File: config.mk
export PLATFORM = sky130hd
export DESIGN_NAME = ft232h_sync_fifo_if
export DESIGN_NICKNAME = d
export VERILOG_FILES = /design/src/rtl/ft232h_pkg.sv /design/src/rtl/ft232h_rx_skid.sv /design/src/rtl/ft232h_sync_fifo_if.sv
export SDC_FILE = /design/constraint.sdc
export NUM_CORES = 1
export LEC_CHECK = 0
export CAP_MARGIN = 5
export CORE_ASPECT_RATIO = 0.9
export CORE_UTILIZATION = 34
export CTS_CLUSTER_DIAMETER = 30
export DETAILED_ROUTE_END_ITERATION = 12
export DONT_BUFFER_PORTS = 1
export MAX_ROUTING_LAYER = met4
export PLACE_DENSITY_LB_ADDON = 0.08
export SETUP_SLACK_MARGIN = 0.2
export SLEW_MARGIN = 15
export SYNTH_ARGS = -nofsm -noshare
export SYNTH_HDL_FRONTEND = slang
export SYNTH_SLANG_ARGS = --single-unit
File: constraint.sdc
create_clock -name clk -period 1.9 [get_ports clk]
set_input_delay 0.38 -clock clk [delete_from_list [all_inputs] [get_ports clk]]
set_output_delay 0.38 -clock clk [all_outputs]
set_load 0.02 [all_outputs]
File: src/rtl/ft232h_pkg.sv
// Shared types and constants for the FT232H 245 synchronous FIFO interface.
package ft232h_pkg;

    localparam int FT232H_DATA_W = 8;

    typedef enum logic [2:0] {
        IDLE,
        TX_WRITE,
        RX_OE,
        RX_READ,
        RX_DRAIN,
        TURN
    } ft232h_if_state_t;

endpackage

File: src/rtl/ft232h_rx_skid.sv
// Two-entry byte FIFO between the FT232H read strobe and the RX AXI-Stream output.
module ft232h_rx_skid
    import ft232h_pkg::*;
(
    input  logic                      clk,
    input  logic                      rst_n,
    input  logic                      push,
    input  logic [FT232H_DATA_W-1:0]  push_data,
    output logic [FT232H_DATA_W-1:0]  tdata,
    output logic                      tvalid,
    input  logic                      tready,
    output logic [1:0]                count,
    output logic                      full,
    output logic                      almost_full
);

    logic [FT232H_DATA_W-1:0] mem [2];
    logic                     wr_ptr;
    logic                     rd_ptr;
    logic                     pop;

    assign pop         = tvalid && tready;
    assign tvalid      = (count != 2'd0);
    assign full        = (count == 2'd2);
    assign almost_full = (count != 2'd0);
    assign tdata       = mem[rd_ptr];

    always_ff @(posedge clk or negedge rst_n) begin
        if (!rst_n) begin
            mem[0] <= '0;
            mem[1] <= '0;
            wr_ptr <= 1'b0;
            rd_ptr <= 1'b0;
            count  <= 2'd0;
        end else begin
            if (push) begin
                mem[wr_ptr] <= push_data;
                wr_ptr      <= ~wr_ptr;
            end
            if (pop) begin
                rd_ptr <= ~rd_ptr;
            end
            count <= count + {1'b0, push} - {1'b0, pop};
        end
    end

    // The read throttle upstream must never let a byte arrive with both slots occupied.
    assert property (@(posedge clk) disable iff (!rst_n) !(push && full && !pop));

endmodule

File: src/rtl/ft232h_sync_fifo_if.sv
// FT232H 245 synchronous FIFO master: AXIS TX bytes become device writes, device reads become AXIS RX bytes.
module ft232h_sync_fifo_if
    import ft232h_pkg::*;
#(
    parameter int TX_BURST_MAX = 64,
    parameter bit RX_PRIORITY  = 1'b1
) (
    input  logic                      clk,
    input  logic                      rst_n,
    input  logic                      rxf_n,
    input  logic                      txe_n,
    input  logic [FT232H_DATA_W-1:0]  data_in,
    output logic [FT232H_DATA_W-1:0]  data_out,
    output logic                      data_oe,
    output logic                      rd_n,
    output logic                      wr_n,
    output logic                      oe_n,
    output logic                      siwu_n,
    input  logic [FT232H_DATA_W-1:0]  tx_tdata,
    input  logic                      tx_tvalid,
    output logic                      tx_tready,
    output logic [FT232H_DATA_W-1:0]  rx_tdata,
    output logic                      rx_tvalid,
    input  logic                      rx_tready
);

    ft232h_if_state_t         state, state_d;
    logic                     hold_valid, hold_valid_d;
    logic [FT232H_DATA_W-1:0] hold_data;
    logic [7:0]               burst_cnt, burst_d;
    logic                     rd_n_d, wr_n_d, oe_n_d, data_oe_d;
    logic                     wr_fire, rd_fire, tx_beat, rx_pop;
    logic                     rx_req, tx_req;
    logic [1:0]               fifo_count, count_d;
    logic                     fifo_full, fifo_almost_full;

    assign wr_fire      = !wr_n && !txe_n;
    assign rd_fire      = !oe_n && !rd_n && !rxf_n;
    assign tx_tready    = rst_n && (state == IDLE || state == TX_WRITE) && (!hold_valid || wr_fire);
    assign tx_beat      = tx_tvalid && tx_tready;
    assign hold_valid_d = (hold_valid && !wr_fire) || tx_beat;
    assign rx_pop       = rx_tvalid && rx_tready;
    assign count_d      = fifo_count + {1'b0, rd_fire} - {1'b0, rx_pop};
    assign rx_req       = !rxf_n && !fifo_full;
    assign tx_req       = (hold_valid || tx_tvalid) && !txe_n;
    assign data_out     = hold_data;
    assign siwu_n       = 1'b1;

    ft232h_rx_skid u_rx_skid (
        .clk         (clk),
        .rst_n       (rst_n),
        .push        (rd_fire),
        .push_data   (data_in),
        .tdata       (rx_tdata),
        .tvalid      (rx_tvalid),
        .tready      (rx_tready),
        .count       (fifo_count),
        .full        (fifo_full),
        .almost_full (fifo_almost_full)
    );

    // Because rd_n is registered, reading continues only while the FIFO will be empty after this edge.
    always_comb begin
        state_d   = state;
        burst_d   = burst_cnt;
        rd_n_d    = 1'b1;
        oe_n_d    = oe_n;
        data_oe_d = data_oe;
        case (state)
            IDLE: begin
                burst_d = 8'd0;
                if (rx_req && (RX_PRIORITY || !tx_req)) begin
                    state_d   = RX_OE;
                    oe_n_d    = 1'b0;
                    data_oe_d = 1'b0;
                end else if (tx_req) begin
                    state_d   = TX_WRITE;
                    data_oe_d = 1'b1;
                end
            end
            TX_WRITE: begin
                burst_d = burst_cnt + {7'd0, wr_fire};
                if (!hold_valid_d || txe_n || burst_d == 8'(TX_BURST_MAX)) begin
                    state_d = IDLE;
                end
            end
            RX_OE: begin
                if (!rxf_n && !fifo_almost_full) begin
                    state_d = RX_READ;
                    rd_n_d  = 1'b0;
                end else begin
                    state_d = RX_DRAIN;
                end
            end
            RX_READ: begin
                if (rxf_n || count_d != 2'd0) begin
                    state_d = RX_DRAIN;
                end else begin
                    rd_n_d = 1'b0;
                end
            end
            RX_DRAIN: begin
                state_d = TURN;
                oe_n_d  = 1'b1;
            end
            TURN: begin
                state_d = IDLE;
            end
            default: begin
                state_d = IDLE;
            end
        endcase
        wr_n_d = !(state_d == TX_WRITE && hold_valid_d);
    end

    // A byte that met txe_n high stays in hold_data and is resent on the next TX_WRITE entry.
    always_ff @(posedge clk or negedge rst_n) begin
        if (!rst_n) begin
            state      <= IDLE;
            hold_valid <= 1'b0;
            hold_data  <= '0;
            burst_cnt  <= 8'd0;
            rd_n       <= 1'b1;
            wr_n       <= 1'b1;
            oe_n       <= 1'b1;
            data_oe    <= 1'b0;
        end else begin
            state      <= state_d;
            hold_valid <= hold_valid_d;
            if (tx_beat) begin
                hold_data <= tx_tdata;
            end
            burst_cnt  <= burst_d;
            rd_n       <= rd_n_d;
            wr_n       <= wr_n_d;
            oe_n       <= oe_n_d;
            data_oe    <= data_oe_d;
        end
    end

endmodule
==> flow_metrics.env <==
export IMPL_clk_latency_ns=0.30
export IMPL_path_cells="or2_4, and2_4, ha_4, inv_2, ha_4, xor3_2, nor2_4, a21o_1, nor2b_4, o21ai_1"
export IMPL_max_freq_mhz=481.7
export IMPL_diodes=0
export IMPL_placed_cell_area_um2=2357
export IMPL_clk_path_buf_depth=2
export IMPL_cp_slowest_cell="dfrtp_1"
export IMPL_ant_nets=0
export IMPL_violations="negative setup slack"
export IMPL_io_buffers=0
export IMPL_finalSetupViolations=5
export IMPL_area_growth_synth_to_final_pct=19.65
export IMPL_drive_above_1_share_pct=40.49
export IMPL_critPathKind="reg2reg"
export IMPL_period_minus_slack_ns=2.076
export IMPL_crit_required_ns=2.08
export IMPL_wl_um=4582
export IMPL_path_buf_inv=1
export IMPL_dr_pass1_iters=4
export IMPL_clockRootBuffer="clkbuf_8"
export IMPL_fin_hold_ws_ns=0.2282
export IMPL_chipHeight_um=78.16
export IMPL_hold_depth=1
export IMPL_cp_start_kind="register"
export IMPL_hold_viol_final=0
export IMPL_leakage_nw=1.141
export IMPL_synth_cell_area_um2=2191
export IMPL_sequentialPowerShare_pct=41.4
export IMPL_ios=45
export IMPL_fin_worst_skew_ns=0.004555
export IMPL_switching_share_pct=37.37
export IMPL_fin_nets=230
export IMPL_die_w_um=86.62
export IMPL_cts_tree="done"
export IMPL_irDropWorstVdd_v=0.0006273
export IMPL_rsz0062_at_grt="yes"
export IMPL_drtIter0Drc=78
export IMPL_synth_ff_type="dfrtp_1"
export IMPL_setup_ws_ns=-0.1759
export IMPL_fin_crit_sh_pct=109.3
export IMPL_crit_arrival_ns=2.26
export IMPL_clock_sinks=44
export IMPL_end_kind="register"
export IMPL_multi_input_area_um2=1077
export IMPL_synth_distinct_cells=44
export IMPL_dr_total_vias=1464
export IMPL_syn_nets=213
export IMPL_p_total_mw=3.971
export IMPL_cts_buffers=5
export IMPL_synth_area_per_cell_um2=11.72
export IMPL_wire_per_inst_um=15.69
export IMPL_p_sw_mw=1.484
export IMPL_seq_area_um2=1106
export IMPL_crit_top_cell="ha_4"
export IMPL_worstPathMaxFanout=2
export IMPL_syn_inst=187
export IMPL_p_clk_share_pct=19.2
export IMPL_r2r_cells=10
export IMPL_powerDensity_nw_per_um2=1515
export IMPL_crit_family="simple AND/OR/NAND/NOR gates"
export IMPL_ys_async_sr_fraction_pct=100.0
export IMPL_slew_viol_final=0
export IMPL_clk_pin_slew_ns=0.09
export IMPL_htree_levels=2
export IMPL_hpwlAfterDp_um=3228
export IMPL_synth_seq_cells=44
export IMPL_grt_pass1_wl_um=7327
export IMPL_core_area_um2=6182
export IMPL_grt_max_degree=45
export IMPL_grt_pass1_vias=1525
export IMPL_vias_per_cell=5.014
export IMPL_hp_class="in2reg"
export IMPL_grt_util_all_layers_pct=14.60
export IMPL_grt_overflow=0
export IMPL_yosysSeqAreaShare_pct=50.43
export IMPL_dieArea_um2=6769
export IMPL_rows=27
export IMPL_internal_power_mw=2.487
export IMPL_comb_power_share_pct=39.4
export IMPL_slowest_delay_ns=0.38
export IMPL_outcome="finished with violations"
export IMPL_nFillCells=605
export IMPL_start_util_pct=35.44
export IMPL_fin_area_um2=2621
export IMPL_drc=0
export IMPL_synth_edf_count=0
export IMPL_yosys_warnings=0
export IMPL_path_depth=10
export IMPL_antenna_found_initial=0
export IMPL_drv_cap=0
export IMPL_gp_congestion=0.8117
## cells in the final DEF (no fill, tap or decap), drive strengths merged, types with 2 or more instances in the layout
master | netlist | layout
o21ai | 11 | 11
mux2i | 4 | 4
or2 | 2 | 2
buf | 7 | 18
mux2 | 32 | 32
xnor2 | 2 | 2
nand2 | 16 | 16
nor2b | 2 | 2
nand4 | 3 | 3
ha | 4 | 4
nand3 | 5 | 5
and3 | 2 | 2
o31ai | 2 | 2
a31oi | 2 | 2
nor2 | 14 | 14
a21oi | 3 | 3
inv | 6 | 6
dfrtp | 41 | 41
a21o | 2 | 2
clkbuf | 2 | 6
nor3 | 4 | 4
xor2 | 2 | 2
and2 | 2 | 2
dfstp | 3 | 3
## power groups by stage
stage / registers (mW) / logic [mW] / clock network, mW
2_1_floorplan: 1.61 / 1.10 / 0
4_1_cts: 1.65 / 1.53 / 0.786
5_1_grt: 1.69 / 1.69 / 0.833
3_3_place_gp: 1.65 / 1.34 / 0
6_report: 1.65 / 1.56 / 0.763
3_5_place_dp: 1.66 / 1.40 / 0
## sequential cells by signal, indices dropped and copies added, names as in the netlist, 2 cells and up
| name | flops |
|---|---|
| state | 3 |
| data_out | 8 |
| u_rx_skid.mem | 16 |
| burst_cnt | 8 |
| u_rx_skid.count | 2 |
## cell type report
| cell class | count | area share (%) |
|---|---|---|
| clock inverters | 2 | 1.480 |
| flip-flops and latches | 44 | 42.20 |
| well taps | 87 | 4.153 |
| repair buffers | 19 | 7.064 |
| inverters | 6 | 0.8592 |
| multi-input cells | 128 | 41.10 |
| clock buffers | 6 | 3.150 |
## metrics by stage
step	utilization [%]	instances	setup WS, ns	setup TNS [ns]
final	42.40	292	-0.1759	-0.5230
after global routing	42.40	292	-0.2188	-0.9130
after CTS	41.79	291	-0.1611	-0.5050
after detailed placement	38.13	277	-0.1679	-0.4462
after global placement	38.13	277	-0.06087	-0.1377
after floorplan	-	187	-0.07216	-0.08448
## routing by layer
metal | share of wire, % | GRT usage, % | routed length, um
met2 | 46 | 22.14 | 2112
met4 | 2.7 | 6.500 | 126
met1 | 46 | 18.17 | 2109
met3 | 5.1 | 4.101 | 234
met5 | 0 | - | 0
## what timing repair did
| action | 4_1_cts | 5_1_grt |
|---|---|---|
| setup buffers | 4 | 1 |
| hold buffers | 2 | 0 |
| pin swaps | 2 | 3 |
| resized for setup | 5 | 11 |
| hold endpoints to repair | 44 | 0 |
| endpoints found under the setup margin | 18 | 25 |
## worst paths after layout
path / slack [ns] / start / end
worst max-delay path: -0.18 / u_rx_skid.count[0] / state[2]
worst min-delay path: 0.23 / data_in[4] / u_rx_skid.mem[12]
worst max register to register: -0.18 / u_rx_skid.count[0] / state[2]
worst min register to register: 0.50 / burst_cnt[0] / burst_cnt[0]
max in group asynchronous: 1.03 / rst_n / oe_n
min in group asynchronous: 0.62 / rst_n / hold_valid
## logic make-up after synthesis
kind of cell             Yosys count  synth area share (%)
adder cells (fa/ha/maj)            4                 2.285
other                              1                0.1712
multiplexers                      36                 18.28
XOR/XNOR                           5                 2.741
flip-flops                        44                 50.43
buffers and inverters             15                 4.112
AO/OA/AOI/OAI                     28                 9.309
AND/OR/NAND/NOR                   54                 12.68
## worst reg2reg max path, stage by stage, from the launching register on
cell and delay [ns]:
dfrtp_1 0.38, or2_4 0.25, and2_4 0.17, ha_4 0.25, inv_2 0.04, ha_4 0.14, xor3_2 0.25, nor2_4 0.12
a21o_1 0.16, nor2b_4 0.14, o21ai_1 0.06
## Yosys cell counts, types with 3 or more instances
cell	count	area, um2
mux2_2	32	360.4
a21oi_1	3	15.01
o21ai_0	9	45.04
nor2_1	14	52.55
nand2_1	15	56.30
nand4_1	3	18.77
mux2i_1	4	40.04
nor3_1	3	15.01
dfstp_2	3	78.83
inv_1	6	22.52
nand3_1	5	25.02
buf_4	5	37.54
ha_1	4	50.05
dfrtp_1	41	1026
No activity file was read; power rests on OpenSTA's default activity.
